===== config.mk =====
export PLATFORM = sky130hd
export DESIGN_NAME = mem_port_arbiter_flat
export DESIGN_NICKNAME = d
export VERILOG_FILES = /design/src/rtl/mem_port_arbiter_if.sv /design/src/rtl/mem_port_arbiter.sv /design/src/flat_wrapper.sv
export SDC_FILE = /design/constraint.sdc
export NUM_CORES = 1
export LEC_CHECK = 0
export CORE_AREA = 2 2 115 117
export CTS_CLUSTER_SIZE = 8
export DETAILED_ROUTE_END_ITERATION = 16
export DIE_AREA = 0 0 117 119
export SLEW_MARGIN = 10
export SYNTH_ARGS = -nofsm -noshare
export SYNTH_HDL_FRONTEND = slang
export SYNTH_SLANG_ARGS = --single-unit

===== constraint.sdc =====
create_clock -name clk -period 2.4 [get_ports clk]
set_clock_uncertainty 0.1 [all_clocks]
set_input_delay 0.36 -clock clk [delete_from_list [all_inputs] [get_ports clk]]
set_output_delay 0.36 -clock clk [all_outputs]
set_load 0.005 [all_outputs]

===== src/rtl/mem_port_arbiter_if.sv =====
// rtl/mem_port_arbiter_if.sv - requester and memory-side signal bundle for mem_port_arbiter
//
// Purpose: groups both requester handshakes and the unified memory port into one bundle.
// Modports:
//    master - requester/memory side: drives req*, we*, addr*, wdata*, lock*, mem_rd_data;
//             observes gnt*, rvalid*, rdata*, mem_addr, mem_wr_data, mem_wr_ena
//    slave  - arbiter side: the reverse directions
interface mem_port_arbiter_if #(
   parameter int N      = 32,
   parameter int ADDR_W = 32
);
   logic              req0;
   logic              we0;
   logic [ADDR_W-1:0] addr0;
   logic [N-1:0]      wdata0;
   logic              lock0;
   logic              gnt0;
   logic              rvalid0;
   logic [N-1:0]      rdata0;

   logic              req1;
   logic              we1;
   logic [ADDR_W-1:0] addr1;
   logic [N-1:0]      wdata1;
   logic              lock1;
   logic              gnt1;
   logic              rvalid1;
   logic [N-1:0]      rdata1;

   logic [ADDR_W-1:0] mem_addr;
   logic [N-1:0]      mem_wr_data;
   logic              mem_wr_ena;
   logic [N-1:0]      mem_rd_data;

   modport master (
      output req0, we0, addr0, wdata0, lock0,
      output req1, we1, addr1, wdata1, lock1,
      output mem_rd_data,
      input  gnt0, rvalid0, rdata0,
      input  gnt1, rvalid1, rdata1,
      input  mem_addr, mem_wr_data, mem_wr_ena
   );

   modport slave (
      input  req0, we0, addr0, wdata0, lock0,
      input  req1, we1, addr1, wdata1, lock1,
      input  mem_rd_data,
      output gnt0, rvalid0, rdata0,
      output gnt1, rvalid1, rdata1,
      output mem_addr, mem_wr_data, mem_wr_ena
   );
endinterface


===== src/rtl/mem_port_arbiter.sv =====
// rtl/mem_port_arbiter.sv - two-requester arbiter for a single unified memory port
//
// Purpose: shares one synchronous memory port between requester 0 (CPU) and requester 1
// (DMA/debug loader). Round-robin on ties, bounded locked bursts, one-cycle read return.
// Ports:
//    clk   - clock, rising edge
//    rst_n - synchronous reset, active-low
//    bus   - mem_port_arbiter_if.slave: req/gnt handshakes, read return, memory port
// Configuration macro: MEM_PORT_ARB_FIXED_PRIO_EN (defined: port 0 always wins a tie)
module mem_port_arbiter #(
   parameter int N        = 32,
   parameter int ADDR_W   = 32,
   parameter int MAX_LOCK = 8
) (
   input logic             clk,
   input logic             rst_n,
   mem_port_arbiter_if.slave bus
);

   localparam int CNT_W = $clog2(MAX_LOCK);
   localparam logic [CNT_W-1:0] LOCK_LAST = CNT_W'(MAX_LOCK - 1);

   typedef enum logic [1:0] {
      OWN_NONE = 2'd0,
      OWN_P0   = 2'd1,
      OWN_P1   = 2'd2
   } owner_t;

   owner_t            owner, owner_nxt;
   logic              last, last_nxt;
   logic [CNT_W-1:0]  lock_cnt, lock_cnt_nxt;
   logic [1:0]        rd_pend, rd_pend_nxt;

   logic              gnt0, gnt1;
   logic              hold0, hold1;
   logic              lock_keep0, lock_keep1;
   logic [ADDR_W-1:0] addr_mux;
   logic [N-1:0]      wdata_mux;
   logic              wr_ena_mux;
   logic              tie_pick1;

   // Grants are gated by rst_n so nothing is accepted while reset is being applied,
   // even though the owner register only clears at the next edge.
   assign hold0 = (owner == OWN_P0) && bus.req0;
   assign hold1 = (owner == OWN_P1) && bus.req1;
   assign gnt0  = rst_n && hold0;
   assign gnt1  = rst_n && hold1;

   // A lock only extends the tenure while the beat budget is not exhausted; the final
   // beat falls through to the unlocked rules so a waiting port gets in.
   assign lock_keep0 = hold0 && bus.lock0 && (lock_cnt < LOCK_LAST);
   assign lock_keep1 = hold1 && bus.lock1 && (lock_cnt < LOCK_LAST);

`ifdef MEM_PORT_ARB_FIXED_PRIO_EN
   assign tie_pick1 = 1'b0;
`else
   // Round-robin uses the winner including this cycle's beat, so a contended
   // unlocked owner hands over right after its beat.
   assign tie_pick1 = ~last_nxt;
`endif

   always_comb begin
      owner_nxt    = owner;
      last_nxt     = last;
      lock_cnt_nxt = '0;
      rd_pend_nxt  = {gnt1 && !bus.we1, gnt0 && !bus.we0};
      addr_mux     = '0;
      wdata_mux    = '0;
      wr_ena_mux   = 1'b0;

      if (gnt0) begin
         addr_mux   = bus.addr0;
         wdata_mux  = bus.wdata0;
         wr_ena_mux = bus.we0;
         last_nxt   = 1'b0;
      end else if (gnt1) begin
         addr_mux   = bus.addr1;
         wdata_mux  = bus.wdata1;
         wr_ena_mux = bus.we1;
         last_nxt   = 1'b1;
      end

      if (lock_keep0 || lock_keep1) begin
         owner_nxt    = owner;
         lock_cnt_nxt = lock_cnt + 1'b1;
      end else if ((hold0 && !bus.req1) || (hold1 && !bus.req0)) begin
         owner_nxt = owner;
      end else if (bus.req0 && bus.req1) begin
         owner_nxt = tie_pick1 ? OWN_P1 : OWN_P0;
      end else if (bus.req0) begin
         owner_nxt = OWN_P0;
      end else if (bus.req1) begin
         owner_nxt = OWN_P1;
      end else begin
         owner_nxt = OWN_NONE;
      end
   end

   always_ff @(posedge clk) begin
      if (!rst_n) begin
         owner    <= OWN_NONE;
         last     <= 1'b1;
         lock_cnt <= '0;
         rd_pend  <= 2'b00;
      end else begin
         owner    <= owner_nxt;
         last     <= last_nxt;
         lock_cnt <= lock_cnt_nxt;
         rd_pend  <= rd_pend_nxt;
      end
   end

   // Pending read returns are dropped while reset is asserted.
   assign bus.gnt0        = gnt0;
   assign bus.gnt1        = gnt1;
   assign bus.rvalid0     = rst_n && rd_pend[0];
   assign bus.rvalid1     = rst_n && rd_pend[1];
   assign bus.rdata0      = (rst_n && rd_pend[0]) ? bus.mem_rd_data : '0;
   assign bus.rdata1      = (rst_n && rd_pend[1]) ? bus.mem_rd_data : '0;
   assign bus.mem_addr    = addr_mux;
   assign bus.mem_wr_data = wdata_mux;
   assign bus.mem_wr_ena  = wr_ena_mux;

endmodule

===== src/flat_wrapper.sv =====
// flat-port wrapper written by rule: the top's interface ports become plain ports
module mem_port_arbiter_flat 
#(
   parameter int N        = 32,
   parameter int ADDR_W   = 32,
   parameter int MAX_LOCK = 8
)
  (clk, rst_n, bus_req0, bus_we0, bus_addr0, bus_wdata0, bus_lock0, bus_req1, bus_we1, bus_addr1, bus_wdata1, bus_lock1, bus_mem_rd_data, bus_gnt0, bus_rvalid0, bus_rdata0, bus_gnt1, bus_rvalid1, bus_rdata1, bus_mem_addr, bus_mem_wr_data, bus_mem_wr_ena);
  mem_port_arbiter_if #(.N(N), .ADDR_W(ADDR_W)) bus_i ();
  input logic clk;
  input logic rst_n;
  input wire logic [$bits(bus_i.req0)-1:0] bus_req0;
  input wire logic [$bits(bus_i.we0)-1:0] bus_we0;
  input wire logic [$bits(bus_i.addr0)-1:0] bus_addr0;
  input wire logic [$bits(bus_i.wdata0)-1:0] bus_wdata0;
  input wire logic [$bits(bus_i.lock0)-1:0] bus_lock0;
  input wire logic [$bits(bus_i.req1)-1:0] bus_req1;
  input wire logic [$bits(bus_i.we1)-1:0] bus_we1;
  input wire logic [$bits(bus_i.addr1)-1:0] bus_addr1;
  input wire logic [$bits(bus_i.wdata1)-1:0] bus_wdata1;
  input wire logic [$bits(bus_i.lock1)-1:0] bus_lock1;
  input wire logic [$bits(bus_i.mem_rd_data)-1:0] bus_mem_rd_data;
  output wire logic [$bits(bus_i.gnt0)-1:0] bus_gnt0;
  output wire logic [$bits(bus_i.rvalid0)-1:0] bus_rvalid0;
  output wire logic [$bits(bus_i.rdata0)-1:0] bus_rdata0;
  output wire logic [$bits(bus_i.gnt1)-1:0] bus_gnt1;
  output wire logic [$bits(bus_i.rvalid1)-1:0] bus_rvalid1;
  output wire logic [$bits(bus_i.rdata1)-1:0] bus_rdata1;
  output wire logic [$bits(bus_i.mem_addr)-1:0] bus_mem_addr;
  output wire logic [$bits(bus_i.mem_wr_data)-1:0] bus_mem_wr_data;
  output wire logic [$bits(bus_i.mem_wr_ena)-1:0] bus_mem_wr_ena;
  assign bus_i.req0 = bus_req0;
  assign bus_i.we0 = bus_we0;
  assign bus_i.addr0 = bus_addr0;
  assign bus_i.wdata0 = bus_wdata0;
  assign bus_i.lock0 = bus_lock0;
  assign bus_i.req1 = bus_req1;
  assign bus_i.we1 = bus_we1;
  assign bus_i.addr1 = bus_addr1;
  assign bus_i.wdata1 = bus_wdata1;
  assign bus_i.lock1 = bus_lock1;
  assign bus_i.mem_rd_data = bus_mem_rd_data;
  assign bus_gnt0 = bus_i.gnt0;
  assign bus_rvalid0 = bus_i.rvalid0;
  assign bus_rdata0 = bus_i.rdata0;
  assign bus_gnt1 = bus_i.gnt1;
  assign bus_rvalid1 = bus_i.rvalid1;
  assign bus_rdata1 = bus_i.rdata1;
  assign bus_mem_addr = bus_i.mem_addr;
  assign bus_mem_wr_data = bus_i.mem_wr_data;
  assign bus_mem_wr_ena = bus_i.mem_wr_ena;
  mem_port_arbiter #(.N(N), .ADDR_W(ADDR_W), .MAX_LOCK(MAX_LOCK)) u_core (.clk(clk), .rst_n(rst_n), .bus(bus_i));
endmodule

# Word-level counts from Yosys, hierarchy flattened
# Index checks and enable logic that the tools add are counted.
# W data, S select, Z words.
dict set report totals {
  out_inout_bits 133
  input_bits 168
  regBits 8
  elab_cells 47
}
dict set report op_classes {
  addsub 1
  eq_ne 2
  n_reduce_logical 23
  muxes 14
  bitwise_logic 2
  magnitude_cmp 1
}
# operator count
set op_table {}
lappend op_table {{$mux W32} 6}
lappend op_table {{$logic_and A1 B1 Y1} 15}
lappend op_table {{$mux W2} 4}
lappend op_table {{$logic_not A1 Y1} 4}
lappend op_table {{$mux W1} 4}
lappend op_table {{$reduce_and A2 Y1} 2}
lappend op_table {{$add A3 B1 Y3 const B} 1}
lappend op_table {{$lt A3 B3 Y1 const B} 1}
lappend op_table {{$eq A2 B1 Y1 const B} 1}
lappend op_table {{$eq A2 B2 Y1 const B} 1}
lappend op_table {{$logic_or A1 B1 Y1} 2}
lappend op_table {{$not A1 Y1} 2}

# Longest topological paths before layout
dict set report logic_depth {
  depth_word 7
  mapped_depth 6
  mapped_depth_nobuf 4
}

# Least setup slack after synthesis
# Ideal clock, no wire load.
dict set report synth_timing {
  kind {input -> output}
  start {input port bus_req1}
  end {output port bus_mem_addr[0]}
  setup_slack_ps 721
  cell_stages 6
  arrival_time_ps 1219
  path_buffers 3
  required_ps 1940
  cell_sequence {nor2b_1 -> and3_1 -> buf_2 -> buf_6 -> buf_6 -> a22o_1}
}
dict set report synth_via {
  elab_chain_len 4
}
# item line_no
set synth_lines {}
lappend synth_lines {{start: declaration} flat_wrapper.sv:17} ;# input wire logic [$bits(bus_i.req1)-1:0] bus_req1;
lappend synth_lines {{$logic_and A1 B1 Y1} mem_port_arbiter.sv:45} ;# assign hold1 = (owner == OWN_P1) && bus.req1;
lappend synth_lines {{$logic_and A1 B1 Y1} mem_port_arbiter.sv:47} ;# assign gnt1 = rst_n && hold1;
lappend synth_lines {{$mux W32} mem_port_arbiter.sv:76} ;# end else if (gnt1) begin
lappend synth_lines {{$mux W32} mem_port_arbiter.sv:71} ;# if (gnt0) begin
lappend synth_lines {{end: declaration} flat_wrapper.sv:29} ;# output wire logic [$bits(bus_i.mem_addr)-1:0] bus_mem_addr;
# No other way between the ends.

# Final worst setup path
dict set report layout_timing {
  start {register u_core.owner[0]}
  end {output port bus_mem_wr_data[26]}
}
dict set report layout_via {
  elab_chain_len 5
  word_cells_on_any_way 8
  classes_between {eq/ne (2); mux (2); reduce/logical (4)}
}
# item line_no
set layout_lines {}
lappend layout_lines {{start: declaration} mem_port_arbiter.sv:29} ;# owner_t owner, owner_nxt;
lappend layout_lines {{start signal: assignment} mem_port_arbiter.sv:106} ;# owner <= owner_nxt;
lappend layout_lines {{$eq A2 B2 Y1} mem_port_arbiter.sv:45}
lappend layout_lines {{$logic_and A1 B1 Y1} mem_port_arbiter.sv:45}
lappend layout_lines {{$logic_and A1 B1 Y1} mem_port_arbiter.sv:47}
lappend layout_lines {{$mux W32} mem_port_arbiter.sv:76}
lappend layout_lines {{$mux W32 (*)} mem_port_arbiter.sv:71}
lappend layout_lines {{end: declaration} flat_wrapper.sv:30} ;# output wire logic [$bits(bus_i.mem_wr_data)-1:0] bus_mem_wr_data;
# Mark *: on every way between the ends. The rest lies on a longest branch, timed or not.

==> run_results.csv <==
group,metric,value,unit
layout,register_area,165,µm²
power,vdd_ir_drop_max,0.000177,V
timing,period_share,97.0,%
timing,max-slew-margin-rel,78.8,%
floorplanning,fp.coreArea,12900,µm²
floorplanning,io_pins,301,
global_route,grt_overflow,0,
critical_path,cp_slowest_cell,"clkdlybuf4s50_1",
timing,tightest_slew,0.319,ns
timing,rsz0062_at_grt,"yes",
floorplanning,die_x,117,µm
route,num_vias,2955,
clock_network,holdBufCountCts,0,
timing,tns,0,ns
route,drtAntennaViolNets,0,
critical_path,crit_fanout,9,
critical_path,crit_type,"flip-flop to primary output",
route,post_drt_wl_per_cell,16.5,µm
timing,setup_violations,0,
floorplanning,die-area,13900,µm²
logic_synthesis,syn_avg_cell_area,7.58,µm²
layout,fin_nets,684,
timing,holdWs,0.341,ns
floorplanning,start_util,12.0,%
power,clkPwrFrac,29.3,%
power,power.internal,0.732,mW
placed_design,placed_area,4800,µm²
global_route,antenna_found_initial,0,
clock_network,clock_path_buffers,2,
critical_path,end_kind,"primary output",
power,combPwrFrac,55.0,%
power,power_density,186,nW/µm²
placed_design,port_buffers,300,
critical_path,crit_arrival,1.87,ns
placed_design,gp_congestion,0.790,
route,dr.pass1.iters,4,
route,drc,0,
critical_path,cp.required,1.94,ns
clock_network,cts_tree,"built",
logic_synthesis,ys_seq_area_share,10.4,%
logic_synthesis,netlist-cell-type-count,26,
power,power.switching,0.226,mW
clock_network,clock_latency,0.23,ns
global_route,grt_pass1_vias,2937,
critical_path,critPathLaunchType,"flip-flop",
layout,multi_input_area,1210,µm²
power,power.leakage,2.81,nW
logic_synthesis,syn-num-nets,372,
timing,fin_crit,2.33,ns
global_route,grt_max_degree,69,
job,max_cap_viol_count,0,
route,drtIter0Drc,109,
layout,final_area,5160,µm²
logic_synthesis,synthCells,203,
layout,diodes,0,
critical_path,critPathMaxStageDelay,0.49,ns
critical_path,path_cells,"nand2_2, nor3b_4, buf_6, buf_12, a22o_1, clkdlybuf4s50_1",
logic_synthesis,synth_area,1540,µm²
power,p_seq_share,15.7,%
placed_design,hpwl,9260,µm
clock_network,cts-root-buf,"clkbuf_16",
layout,fin_util,40.0,%
power,p_total,0.959,mW
logic_synthesis,synth_edf_count,0,
layout,area_growth,235,%
floorplanning,placementRows,42,
clock_network,cts_buffers,3,
timing,clock.fmax,429,MHz
route,drt_wl_total,11400,µm
floorplanning,chipHeight,119,µm
logic_synthesis,synth_top_flop_cell,"dfxtp_1",
logic_synthesis,ys_seq_elements,8,
route,via_per_inst,4.29,
hold_path,hold_class,"flip-flop to flip-flop",
layout,drive_above_1_share,9.94,%
clock_network,clock_sinks,8,
layout,nFillCells,1322,
clock_network,htreeDepth,1,
logic_synthesis,synth_warnings,0,
run_status,status,"finished, final reports clean",
global_route,grt.total_usage,14.6,%
timing,report.final.slew_viol_count,0,
logic_synthesis,async_flop_share,0,%
timing,hold_viol,0,
global_route,grt_pass1_wl,15800,µm
clock_network,clk_pin_slew,0.04,ns
power,switching_share,23.6,%
-- power groups by stage --
stage                     clock network (mW)  registers (mW)  logic, mW
after global placement                     0           0.150      0.511
after detailed placement                   0           0.151      0.515
after floorplan                            0           0.148      0.110
after CTS                              0.290           0.150      0.531
final                                  0.281           0.150      0.528
after global routing                   0.298           0.151      0.561
-- worst paths after layout --
check | start | endpoint | slack (ns) | cells past startpoint
worst max register to register | u_core.owner[0] | u_core.rd_pend[0] | 0.93 | 6
worst min-delay path | u_core.lock_cnt[0] | u_core.lock_cnt[0] | 0.34 | 1
worst min register to register | u_core.lock_cnt[0] | u_core.lock_cnt[0] | 0.34 | 1
worst max-delay path | u_core.owner[0] | bus_mem_wr_data[26] | 0.07 | 6
-- repair_timing --
item,CTS,global route
endpoints found under the setup margin,133,49
setup buffers,5,5
pin swaps,2,2
resized for setup,60,44
cloned,4,0
hold endpoints to repair,0,0
-- critical path: cells and delay by family, from the launching register on --
kind            cells  cell delay, ns
buf+inv             3            0.80
flops               1            0.38
simple gates        2            0.32
compound gates      1            0.13
-- stage by stage --
stage               worst slack, ns  std cells
floorplan                     0.721        203
finish                       0.0711        689
global route                -0.0205        689
detailed placement           -0.346        672
CTS                         0.00604        684
global placement             -0.348        672
-- cells in the mapped netlist (2+ instances only) --
cell type	instances	share of area (%)
and3_1	66	27
dfxtp_1	8	10
nand3_1	2	0.65
buf_2	8	2.6
a22o_1	65	37
nor2b_1	4	1.6
nor2_1	5	1.2
inv_1	3	0.73
clkbuf_1	13	3.2
buf_6	7	5.1
nand4b_1	2	1.1
nand2_1	5	1.2
and2_1	2	0.81
-- kinds of logic (layout without fill, tap and decap cells) --
| logic type | after synthesis | after routing | share of synthesized area (%) |
|---|---|---|---|
| fa+ha+maj | 2 | 2 | 1.46 |
| compound gates | 73 | 73 | 41.1 |
| flops | 8 | 8 | 10.4 |
| simple gates | 87 | 87 | 34.3 |
| xor+xnor | 1 | 1 | 0.569 |
| buf+inv | 32 | 342 | 12.1 |
-- sequential cells by signal, summed over array words and instances (netlist names) --
register         flops
u_core.rd_pend       2
u_core.lock_cnt      3
u_core.last          1
u_core.owner         2
-- metal layers --
metal	global-route usage (%)	wire, µm	vias up
li1	-	-	1424
met1	14.7	3980	1336
met2	29.2	6090	187
met3	4.02	1190	8
met4	3.16	138	0
met5	0	0	-
-- layout make-up --
| class | count | share of cell area [%] |
|---|---|---|
| inverter | 3 | 0.218 |
| sequential | 8 | 3.20 |
| tap | 176 | 4.27 |
| clock buffer | 3 | 1.46 |
| multi-input combinational | 163 | 23.5 |
| timing repair buffer | 336 | 67.3 |
-- cell usage in the layout (no fill, tap or decap), types with 2 or more instances in the layout --
cell type        netlist  layout
a22o_1                65      65
and2_1                 2       2
clkdlybuf4s15_2        0       2
nor2_1                 5       5
clkdlybuf4s50_1        0     234
and3_1                66      65
buf_6                  7       4
nor2b_1                4       3
buf_16                 0       3
buf_4                  1      24
clkdlybuf4s15_1        0      13
clkbuf_2               0       2
nand4b_1               2       2
dlymetal6s2s_1         0      31
buf_12                 0       4
nand2_1                5       4
dlygate4sd2_1          0      18
dfxtp_1                8       6
clkbuf_16              0       3
inv_1                  3       3
nand3_1                2       2
Note: power is estimated with default switching activity, not from simulation.
==> edit: new RTL, same flow settings <==
Encoding of `owner_t`: now one-hot (3 bits for 3 values).
--- a/src/rtl/mem_port_arbiter.sv
+++ b/src/rtl/mem_port_arbiter.sv
@@ -20,10 +20,10 @@
    localparam int CNT_W = $clog2(MAX_LOCK);
    localparam logic [CNT_W-1:0] LOCK_LAST = CNT_W'(MAX_LOCK - 1);
 
-   typedef enum logic [1:0] {
-      OWN_NONE = 2'd0,
-      OWN_P0   = 2'd1,
-      OWN_P1   = 2'd2
+   typedef enum logic [2:0] {
+      OWN_NONE = 3'b001,
+      OWN_P0   = 3'b010,
+      OWN_P1   = 3'b100
    } owner_t;
 
    owner_t            owner, owner_nxt;
Function: no difference found for any inputs over 10 cycles, from zero or initial values and one cycle with rst_n low; not proved beyond that.
==> edit against the unedited design <==
- the flow now finishes with violations (setup timing)
- design area down 1.0%
- total power down 9.7%
- global-route usage up 0.77 points
- largest cell class unchanged
- routed wire length up 1.7%
- register-to-register slack worse by 170 ps
- setup slack worse by 110 ps
- first-iteration DRC count down 22%
- sequential share of layout area up 0.35 points
- sequential cell count up 1
- cell count up 2.8%
- combinational power down 21%
- synthesized area up 1.5%
==> edit: results (changes against the unedited design) <==
initial antenna violation count 0 (unchanged); post-CTS sizing 204 (+240%); violated checks setup timing; Hold Crit Start rst_n; Leak 2.504 nW (-11%); Reg2Reg Launch Point u_core.owner[2]; Placement Setup Slack -577.5 ps (-231.9 ps); CP Launch Type register; worst-path cell with the longest stage delay or3b_4; Synth area leaders a22o_1 37%, and3_1 26%, dfxtp_1 12%; routed len/inst 16.36 um (-1.1%); largest net degree at the start of global routing 34 (-51%); WHS 304.9 ps (-35.81 ps); largest registers u_core.lock_cnt: 3 flops, u_core.owner: 3 flops, u_core.rd_pend: 2 flops; VDD IR max 157.2 uV (-11%); CP Max Fanout 7 (-2); share of cells above drive strength 1 0.2237 (+0.1243); Post-CTS Setup Inserts 25 (+20); Setup WS post-layout -35.23 ps (-106.4 ps); CP Data Arrival Time 1980 ps (+110 ps); Hold Crit Depth 2 (+1); post-synth net total 373 (+0.27%); DP HPWL 8765 um (-5.3%); family with the most delay on the worst path simple AND/OR/NAND/NOR gates; area of placed instances 0.004788 mm^2 (-0.18%); status finished with violations; final estimated routing congestion in global placement 0.7754 (-1.9%); Nets 702 (+2.6%); flop2flop setup slack 760 ps (-170 ps); Hold Crit Class input pin to register; number of global-route vias before repair 3144 (+7.0%); first-pass GRT wire length 16740 um (+5.9%); Setup violations, final 5 (+5); hold endpoint u_core.last; Initial DRC Count 85 (-22%); post-route setup TNS -70.87 ps (-70.87 ps); R2R depth 7 (+1); routed via count 3060 (+3.6%); Total GRT Usage 0.1542 (+0.007740); Worst-Margin Slew 284.7 ps (-33.88 ps); Setup crit end bus_mem_wr_data[14]; Synth top cells by count 66 x a22o_1, 64 x and3_1, 18 x clkbuf_1, 9 x dfxtp_1; Pre-antenna DRT Iters 4 (unchanged); htree depth 1 (unchanged); max incr delay on CP 410 ps (-80 ps); synth unique cells 30 (+15%); ys async rst share 0 (unchanged); sequential-to-total area share from yosys stat 0.1153 (+0.01123)
==> edit: changes by cell type in the layout (fill, tap and decap cells not counted), sizes merged, moves of 2 or more <==
cell           delta
and2              +3
and3              -2
buf              +61
bufbuf            +2
clkbuf            +7
clkdlybuf4s15     -9
clkdlybuf4s50     -4
dlygate4sd2      -14
dlymetal6s2s     -25
inv               -2
nand4b            -2
nor2              -3
nor3              +2
==> edit: where the power goes <==
group	switching [mW]	total (mW)	internal (mW)
clock network	0.0743	0.294	0.220
logic	0.109	0.415	0.306
registers	0.00276	0.157	0.155
total	0.186	0.866	0.680
==> edit: per-stage QoR <==
step           instances  power [mW]    util
3_5_place_dp         669      0.5549  0.3719
2_1_floorplan        204      0.2137       -
5_1_grt              708      0.9121  0.3963
3_3_place_gp         669      0.5512  0.3719
4_1_cts              706      0.8799  0.4049
6_report             708      0.8660  0.3963
==> edit: area by class of cell <==
class	instances	area (um^2)
clock buffers	3	75.07
repair buffers	354	3401
clock inverters	1	5.005
fillers	1327	7772
multi-input cells	164	1216
flip-flops and latches	9	181.4
well taps	176	220.2
inverters	1	3.754
==> edit: cells by family (layout without fill, tap and decap cells) <==
logic type,after synthesis,after routing,synth area share
AO/OA/AOI/OAI,75,75,0.4067
XOR/XNOR,1,1,0.005606
adder cells (fa/ha/maj),1,1,0.008005
buffers and inverters,31,359,0.1177
flip-flops,9,9,0.1153
AND/OR/NAND/NOR,87,87,0.3467
==> edit: routing by layer <==
metal / up-vias / share of wire / GRT usage
met5: - / 0 / 0
met4: 0 / 0.025 / 0.05074
met3: 16 / 0.079 / 0.02392
met2: 169 / 0.53 / 0.2901
met1: 1411 / 0.36 / 0.1726
li1: 1464 / - / -
